$ cat config.mk
export PLATFORM = sky130hd
export DESIGN_NAME = mdl_pgctrl_flat
export DESIGN_NICKNAME = d
export VERILOG_FILES = /design/src/rtl/mdl_pgctrl_if.sv /design/src/rtl/mdl_pgctrl.sv /design/src/flat_wrapper.sv
export SDC_FILE = /design/constraint.sdc
export NUM_CORES = 1
export LEC_CHECK = 0
export CORE_MARGIN = 1
export CORE_UTILIZATION = 50
export CTS_CLUSTER_DIAMETER = 80
export DETAILED_ROUTE_END_ITERATION = 10
export DONT_BUFFER_PORTS = 1
export PLACE_DENSITY = 0.78
export SLEW_MARGIN = 20
export SYNTH_ARGS = -nofsm -noshare
export SYNTH_HDL_FRONTEND = slang
export SYNTH_SLANG_ARGS = --single-unit
$ cat constraint.sdc
create_clock -name i_MCLK -period 1.8 [get_ports i_MCLK]
set_input_delay 0.09 -clock i_MCLK [delete_from_list [all_inputs] [get_ports i_MCLK]]
set_output_delay 0.09 -clock i_MCLK [all_outputs]
set_load 0.01 [all_outputs]
$ cat src/rtl/mdl_pgctrl_if.sv
// mdl_pgctrl_if: handshake/bus bundle for the page-transfer sequencer
//   slave  : sequencer side (takes request, clock enable, abort, shift flag; drives ring, strobes, status)
//   master : requester / page-register side
interface mdl_pgctrl_if #(
    parameter int PG_W    = 12,
    parameter int ROT_LEN = 20,
    parameter int BURST_W = 4
);
    logic               i_CLK2M_PCEN_n;
    logic               i_REQ;
    logic [PG_W-1:0]    i_PAGE;
    logic [BURST_W-1:0] i_BURST;
    logic               i_ABORT;
    logic               i_PGREG_SR_SHIFT;
    logic               o_ACK;
    logic               o_BUSY;
    logic               o_DONE;
    logic               o_ERR;
    logic [ROT_LEN-1:0] o_ROT20_n;
    logic               o_PGREG_LD;
    logic [15:0]        o_PGREG_DIN;
    logic               o_PGREG_SR_LD_EN;
    logic [PG_W-1:0]    o_CUR_PAGE;
    logic               o_PAGE_STRB;
    modport slave (
        input  i_CLK2M_PCEN_n, i_REQ, i_PAGE, i_BURST, i_ABORT, i_PGREG_SR_SHIFT,
        output o_ACK, o_BUSY, o_DONE, o_ERR, o_ROT20_n, o_PGREG_LD, o_PGREG_DIN,
               o_PGREG_SR_LD_EN, o_CUR_PAGE, o_PAGE_STRB
    );
    modport master (
        output i_CLK2M_PCEN_n, i_REQ, i_PAGE, i_BURST, i_ABORT, i_PGREG_SR_SHIFT,
        input  o_ACK, o_BUSY, o_DONE, o_ERR, o_ROT20_n, o_PGREG_LD, o_PGREG_DIN,
               o_PGREG_SR_LD_EN, o_CUR_PAGE, o_PAGE_STRB
    );
endinterface

$ cat src/rtl/mdl_pgctrl.sv
// mdl_pgctrl: page-burst sequencer driving the page register / page shift register pair
//   i_MCLK      : master clock
//   i_SYS_RST_n : synchronous active-low reset
//   bus         : mdl_pgctrl_if.slave (request/ack, burst setup, abort, clock enable,
//                 rotation ring, page-register strobes, status)
module mdl_pgctrl #(
    parameter int PG_W    = 12,
    parameter int ROT_LEN = 20,
    parameter int BURST_W = 4,
    parameter int CHK_POS = 16
) (
    input logic         i_MCLK,
    input logic         i_SYS_RST_n,
    mdl_pgctrl_if.slave bus
);
    localparam int REM_W = BURST_W + 1;
    typedef enum logic [2:0] {IDLE, LATCH, ARM, SHIFT, NEXT, DONE} state_t;
    state_t             state_q, state_d;
    logic [ROT_LEN-1:0] rot_q, rot_d;
    logic [PG_W-1:0]    cur_q, cur_d;
    logic [REM_W-1:0]   rem_q, rem_d;
    logic [15:0]        din_q, din_d;
    logic               err_q, err_d;
    logic               first_q, first_d;
    logic               tick, tick_last, tick_chk;
    assign tick      = !bus.i_CLK2M_PCEN_n;
    assign tick_last = tick && !rot_q[ROT_LEN-1];
    assign tick_chk  = tick && !rot_q[CHK_POS];
    always_comb begin
        rot_d   = tick ? {rot_q[ROT_LEN-2:0], rot_q[ROT_LEN-1]} : rot_q;
        state_d = state_q;
        cur_d   = cur_q;
        rem_d   = rem_q;
        err_d   = err_q;
        first_d = first_q;
        case (state_q)
            IDLE: if (bus.i_REQ) begin
                cur_d   = bus.i_PAGE;
                rem_d   = REM_W'(bus.i_BURST) + REM_W'(1);
                err_d   = 1'b0;
                first_d = 1'b1;
                state_d = LATCH;
            end
            LATCH: begin
                first_d = 1'b0;
                state_d = ARM;
            end
            ARM: state_d = tick_last ? SHIFT : ARM;
            SHIFT: begin
                err_d   = err_q | (tick_chk & !bus.i_PGREG_SR_SHIFT);
                state_d = tick_last ? NEXT : SHIFT;
            end
            NEXT: if (rem_q == REM_W'(1)) begin
                state_d = DONE;
            end else begin
                cur_d   = cur_q + PG_W'(1);
                rem_d   = rem_q - REM_W'(1);
                state_d = LATCH;
            end
            default: state_d = IDLE;
        endcase
        // abort discards whatever this cycle would have done, keeping page and error intact
        if (state_q != IDLE && bus.i_ABORT) begin
            state_d = IDLE;
            cur_d   = cur_q;
            err_d   = err_q;
        end
        // page data is latched on entry to LATCH so it is valid during the LD strobe
        din_d = state_d == LATCH ? 16'(cur_d) : din_q;
    end
    always_ff @(posedge i_MCLK) begin
        if (!i_SYS_RST_n) begin
            state_q <= IDLE;
            rot_q   <= ~ROT_LEN'(1);
            cur_q   <= '0;
            rem_q   <= '0;
            din_q   <= '0;
            err_q   <= 1'b0;
            first_q <= 1'b0;
        end else begin
            state_q <= state_d;
            rot_q   <= rot_d;
            cur_q   <= cur_d;
            rem_q   <= rem_d;
            din_q   <= din_d;
            err_q   <= err_d;
            first_q <= first_d;
        end
    end
    assign bus.o_ACK            = state_q == LATCH && first_q;
    assign bus.o_BUSY           = state_q != IDLE;
    assign bus.o_DONE           = state_q == DONE;
    assign bus.o_ERR            = err_q;
    assign bus.o_ROT20_n        = rot_q;
    assign bus.o_PGREG_LD       = state_q == LATCH;
    assign bus.o_PGREG_DIN      = din_q;
    assign bus.o_PGREG_SR_LD_EN = state_q == ARM;
    assign bus.o_CUR_PAGE       = cur_q;
    assign bus.o_PAGE_STRB      = state_q == NEXT;
endmodule

$ cat src/flat_wrapper.sv
// flat-port wrapper written by rule: the top's interface ports become plain ports
module mdl_pgctrl_flat 
#(
    parameter int PG_W    = 12,
    parameter int ROT_LEN = 20,
    parameter int BURST_W = 4,
    parameter int CHK_POS = 16
)
  (i_MCLK, i_SYS_RST_n, bus_i_CLK2M_PCEN_n, bus_i_REQ, bus_i_PAGE, bus_i_BURST, bus_i_ABORT, bus_i_PGREG_SR_SHIFT, bus_o_ACK, bus_o_BUSY, bus_o_DONE, bus_o_ERR, bus_o_ROT20_n, bus_o_PGREG_LD, bus_o_PGREG_DIN, bus_o_PGREG_SR_LD_EN, bus_o_CUR_PAGE, bus_o_PAGE_STRB);
  mdl_pgctrl_if #(.PG_W(PG_W), .ROT_LEN(ROT_LEN), .BURST_W(BURST_W)) bus_i ();
  input logic i_MCLK;
  input logic i_SYS_RST_n;
  input wire logic [$bits(bus_i.i_CLK2M_PCEN_n)-1:0] bus_i_CLK2M_PCEN_n;
  input wire logic [$bits(bus_i.i_REQ)-1:0] bus_i_REQ;
  input wire logic [$bits(bus_i.i_PAGE)-1:0] bus_i_PAGE;
  input wire logic [$bits(bus_i.i_BURST)-1:0] bus_i_BURST;
  input wire logic [$bits(bus_i.i_ABORT)-1:0] bus_i_ABORT;
  input wire logic [$bits(bus_i.i_PGREG_SR_SHIFT)-1:0] bus_i_PGREG_SR_SHIFT;
  output wire logic [$bits(bus_i.o_ACK)-1:0] bus_o_ACK;
  output wire logic [$bits(bus_i.o_BUSY)-1:0] bus_o_BUSY;
  output wire logic [$bits(bus_i.o_DONE)-1:0] bus_o_DONE;
  output wire logic [$bits(bus_i.o_ERR)-1:0] bus_o_ERR;
  output wire logic [$bits(bus_i.o_ROT20_n)-1:0] bus_o_ROT20_n;
  output wire logic [$bits(bus_i.o_PGREG_LD)-1:0] bus_o_PGREG_LD;
  output wire logic [$bits(bus_i.o_PGREG_DIN)-1:0] bus_o_PGREG_DIN;
  output wire logic [$bits(bus_i.o_PGREG_SR_LD_EN)-1:0] bus_o_PGREG_SR_LD_EN;
  output wire logic [$bits(bus_i.o_CUR_PAGE)-1:0] bus_o_CUR_PAGE;
  output wire logic [$bits(bus_i.o_PAGE_STRB)-1:0] bus_o_PAGE_STRB;
  assign bus_i.i_CLK2M_PCEN_n = bus_i_CLK2M_PCEN_n;
  assign bus_i.i_REQ = bus_i_REQ;
  assign bus_i.i_PAGE = bus_i_PAGE;
  assign bus_i.i_BURST = bus_i_BURST;
  assign bus_i.i_ABORT = bus_i_ABORT;
  assign bus_i.i_PGREG_SR_SHIFT = bus_i_PGREG_SR_SHIFT;
  assign bus_o_ACK = bus_i.o_ACK;
  assign bus_o_BUSY = bus_i.o_BUSY;
  assign bus_o_DONE = bus_i.o_DONE;
  assign bus_o_ERR = bus_i.o_ERR;
  assign bus_o_ROT20_n = bus_i.o_ROT20_n;
  assign bus_o_PGREG_LD = bus_i.o_PGREG_LD;
  assign bus_o_PGREG_DIN = bus_i.o_PGREG_DIN;
  assign bus_o_PGREG_SR_LD_EN = bus_i.o_PGREG_SR_LD_EN;
  assign bus_o_CUR_PAGE = bus_i.o_CUR_PAGE;
  assign bus_o_PAGE_STRB = bus_i.o_PAGE_STRB;
  mdl_pgctrl #(.PG_W(PG_W), .ROT_LEN(ROT_LEN), .BURST_W(BURST_W), .CHK_POS(CHK_POS)) u_core (.i_MCLK(i_MCLK), .i_SYS_RST_n(i_SYS_RST_n), .bus(bus_i));
endmodule
==> run_results.csv <==
group,metric,value,unit
place,dp_hpwl,4.51,mm
place,placed_area,2860,µm²
global_route,track_usage,0.239,
cells_and_area,layout-drive-gt1-share,0.240,
min_path,hp-start,"bus_i_PGREG_SR_SHIFT",
sta,final_max_slew_viol_count,0,
setup_path,r2r_cells,8,
sta,tightestPinTransition,0.748,ns
pwr,power_density,842,nW/µm²
global_route,overflow,0,
synth,synthesis.area,2640,µm²
cells_and_area,final-seq-area,1090,µm²
route,wire_per_inst,16.8,µm
cts,ctsHtreeMaxLevel,2,
route,viasPerCell,5.78,
setup_path,rr_startpoint,"u_core.rem_q[1]",
synth,syn_inst,302,
cells_and_area,layout_common_cells,"dfxtp_1 (48), nand2_1 (43), buf_4 (33)",
setup_path,reg2reg_to,"u_core.bus.o_PGREG_DIN[10]",
place,dp_cells,383,
pwr,p_total,2700,µW
pwr,p_leak,0.00127,µW
sta,worst_slack,-0.0225,ns
cells_and_area,filler_cell_count,429,
cts,clock_sinks,54,
cts,cts_made_buffers,5,
route,ant_nets,0,
global_route,grt_pass1_vias,2133,
min_path,hold_path_class,"in -> reg",
global_route,grt_first_pass_wirelength,10.1,mm
min_path,min_to,"u_core.bus.o_ERR",
setup_path,ff2ff_setup_slack,-0.02,ns
sta,hold_viol_final,0,
global_route,grt_max_degree,32,
die,die_w,74.6,µm
die,fp.dieH,74.6,µm
synth,ys_types,61,
cells_and_area,final_cell_area,3210,µm²
die,start_util,0.516,
sta,timing.fmax,549,MHz
sta,maxSlewHeadroom,0.501,
sta,finalClockSkew,0.0108,ns
setup_path,worst-path-max-fanout,5,
cells_and_area,n_antenna_cell,0,
synth,ys_seq_elements,54,
cts,cts_tree,"yes",
sta,rsz0062_at_grt,"true",
cells_and_area,layout.nets,359,
cells_and_area,fin_cells,404,
synth,ys_seq_area_frac,0.410,
min_path,hold_depth,3,
place,place_congestion,0.862,
route,totalWireLength,6.78,mm
synth,avgSynthCellArea,8.73,µm²
die,io_pins,77,
route,drc,0,
synth,yosys_warnings,0,
setup_path,arrival,2.08,ns
setup_path,worstPathRequired,2.06,ns
cells_and_area,syn_to_final_growth,21.5,%
route,drtIter0Drc,123,
sta,finalCritPeriodShare,1.01,
pwr,ir_worst_vdd,0.463,mV
synth,synth_top_flop_cell,"dfxtp_1",
place,portBuffers,0,
outcome,violations,"setup timing",
route,firstDrtPassIters,4,
setup_path,path_class,"reg -> reg",
synth,synth_edf_count,0,
die,die-area,5570,µm²
synth,async_reset_ff_frac,0,
cts,cts.path.max_buffers,2,
route,vias,2336,
job,drv_cap,0,
sta,setup_viol,4,
cells_and_area,multi_input_area,1510,µm²
cts,cts_root_buf,"clkbuf_8",
cells_and_area,mostFrequentLayoutCell,"dfxtp_1",
outcome,status,"finished with violations",
global_route,antenna_found_initial,0,
sta,layout_min_cycle_time,1.82,ns
cts,clkSlewWorstSetupHoldPaths,0.11,ns
cts,clkLatencyLatePin,0.32,ns
die,coreArea,5110,µm²
setup_path,cp-end-kind,"register",
setup_path,crit_path_start_kind,"register",
die,num_rows,26,
[final cells by class]
class                   instances  area share
clock buffers                   5      0.0215
clock inverters                 3      0.0152
inverters                       4     0.00625
multi-input cells             224       0.471
flip-flops and latches         54       0.340
well taps                      70      0.0273
repair buffers                 44       0.119
[per-stage QoR]
| stage | hold slack, ns | setup slack, ns | utilization | setup TNS (ns) |
|---|---|---|---|---|
| finish | 0.0134 | -0.0225 | 0.628 | -0.0512 |
| global route | 0.0373 | -0.0817 | 0.628 | -0.442 |
| CTS | 0.0106 | -0.000172 | 0.615 | -0.000172 |
| detailed placement | 0.159 | -0.0872 | 0.561 | -0.591 |
| global placement | 0.157 | -0.0514 | 0.561 | -0.106 |
| floorplan | 0.242 | 0.0652 | - | 0 |
[worst max-delay path, stage by stage, from the launching register on]
cell and delay (ns):
dfxtp_2 0.36, inv_2 0.05, ha_4 0.15, or4b_4 0.22, nand4_1 0.15, buf_4 0.19
or3_1 0.34, and3_4 0.20, a21oi_2 0.10
[per-layer routing]
metal	vias up	routed length, µm	global-route usage
met1	1110	2870	0.295
met4	0	78	0.0713
met3	9	473	0.0656
met5	-	0	0
li1	1133	-	-
met2	84	3360	0.407
[flip-flops by register name, summed over array words and instances, names as in the netlist]
| signal | flops |
|---|---|
| u_core.bus.o_PGREG_DIN | 12 |
| u_core.first_q | 1 |
| u_core.bus.o_CUR_PAGE | 12 |
| u_core.rem_q | 5 |
| u_core.bus.o_ROT20_n | 20 |
| u_core.bus.o_ERR | 1 |
| u_core.state_q | 3 |
[kinds of logic after synthesis]
| logic type | Yosys count | synth area share |
|---|---|---|
| and+or+nand+nor | 124 | 0.253 |
| muxes | 22 | 0.0840 |
| buffers and inverters | 27 | 0.0574 |
| adders and majority gates | 4 | 0.0190 |
| other | 1 | 0.00142 |
| DFF | 54 | 0.410 |
| xor gates and xnor gates | 3 | 0.00996 |
| AOI/OAI and AO/OA | 67 | 0.166 |
[synthesized netlist by cell type, types with 5 or more instances]
cell type / count / share of area
a211oi_1: 5 / 0.014
a21oi_1: 27 / 0.051
buf_2: 6 / 0.011
buf_4: 5 / 0.014
clkbuf_1: 7 / 0.010
dfxtp_1: 54 / 0.41
mux2i_1: 21 / 0.080
nand2_1: 43 / 0.061
nand2b_1: 5 / 0.012
nand3_1: 13 / 0.025
nor2_1: 21 / 0.030
nor3_1: 8 / 0.015
o21ai_0: 12 / 0.023
[worst max-delay path by stage]
stage | from | end | slack (ns) | cells after the start
after floorplan | u_core.rem_q[0] | u_core.bus.o_PGREG_DIN[6] | 0.07 | 7
after global routing | u_core.rem_q[1] | u_core.bus.o_PGREG_DIN[6] | -0.08 | 8
after detailed placement | u_core.rem_q[1] | u_core.rem_q[1] | -0.09 | 7
final | u_core.rem_q[1] | u_core.bus.o_PGREG_DIN[10] | -0.02 | 8
after global placement | u_core.rem_q[1] | u_core.bus.o_PGREG_DIN[8] | -0.05 | 7
after CTS | u_core.rem_q[1] | u_core.bus.o_PGREG_DIN[8] | -0.0002 | 7
[power by group]
group / switching [µW] / leakage [µW] / total (µW) / internal, µW
registers: 82.2 / 0.000444 / 1350 / 1260
clock network: 441 / 0.0000563 / 865 / 424
logic: 260 / 0.000765 / 488 / 228
[timing repair]
action / CTS / global route
pin swaps: 3 / 10
setup buffers: 3 / 1
hold buffers: 9 / 0
setup endpoints to repair: 17 / 23
hold endpoints to repair: 41 / 0
resized for setup: 9 / 15
Power figures use the tool's default switching activity.
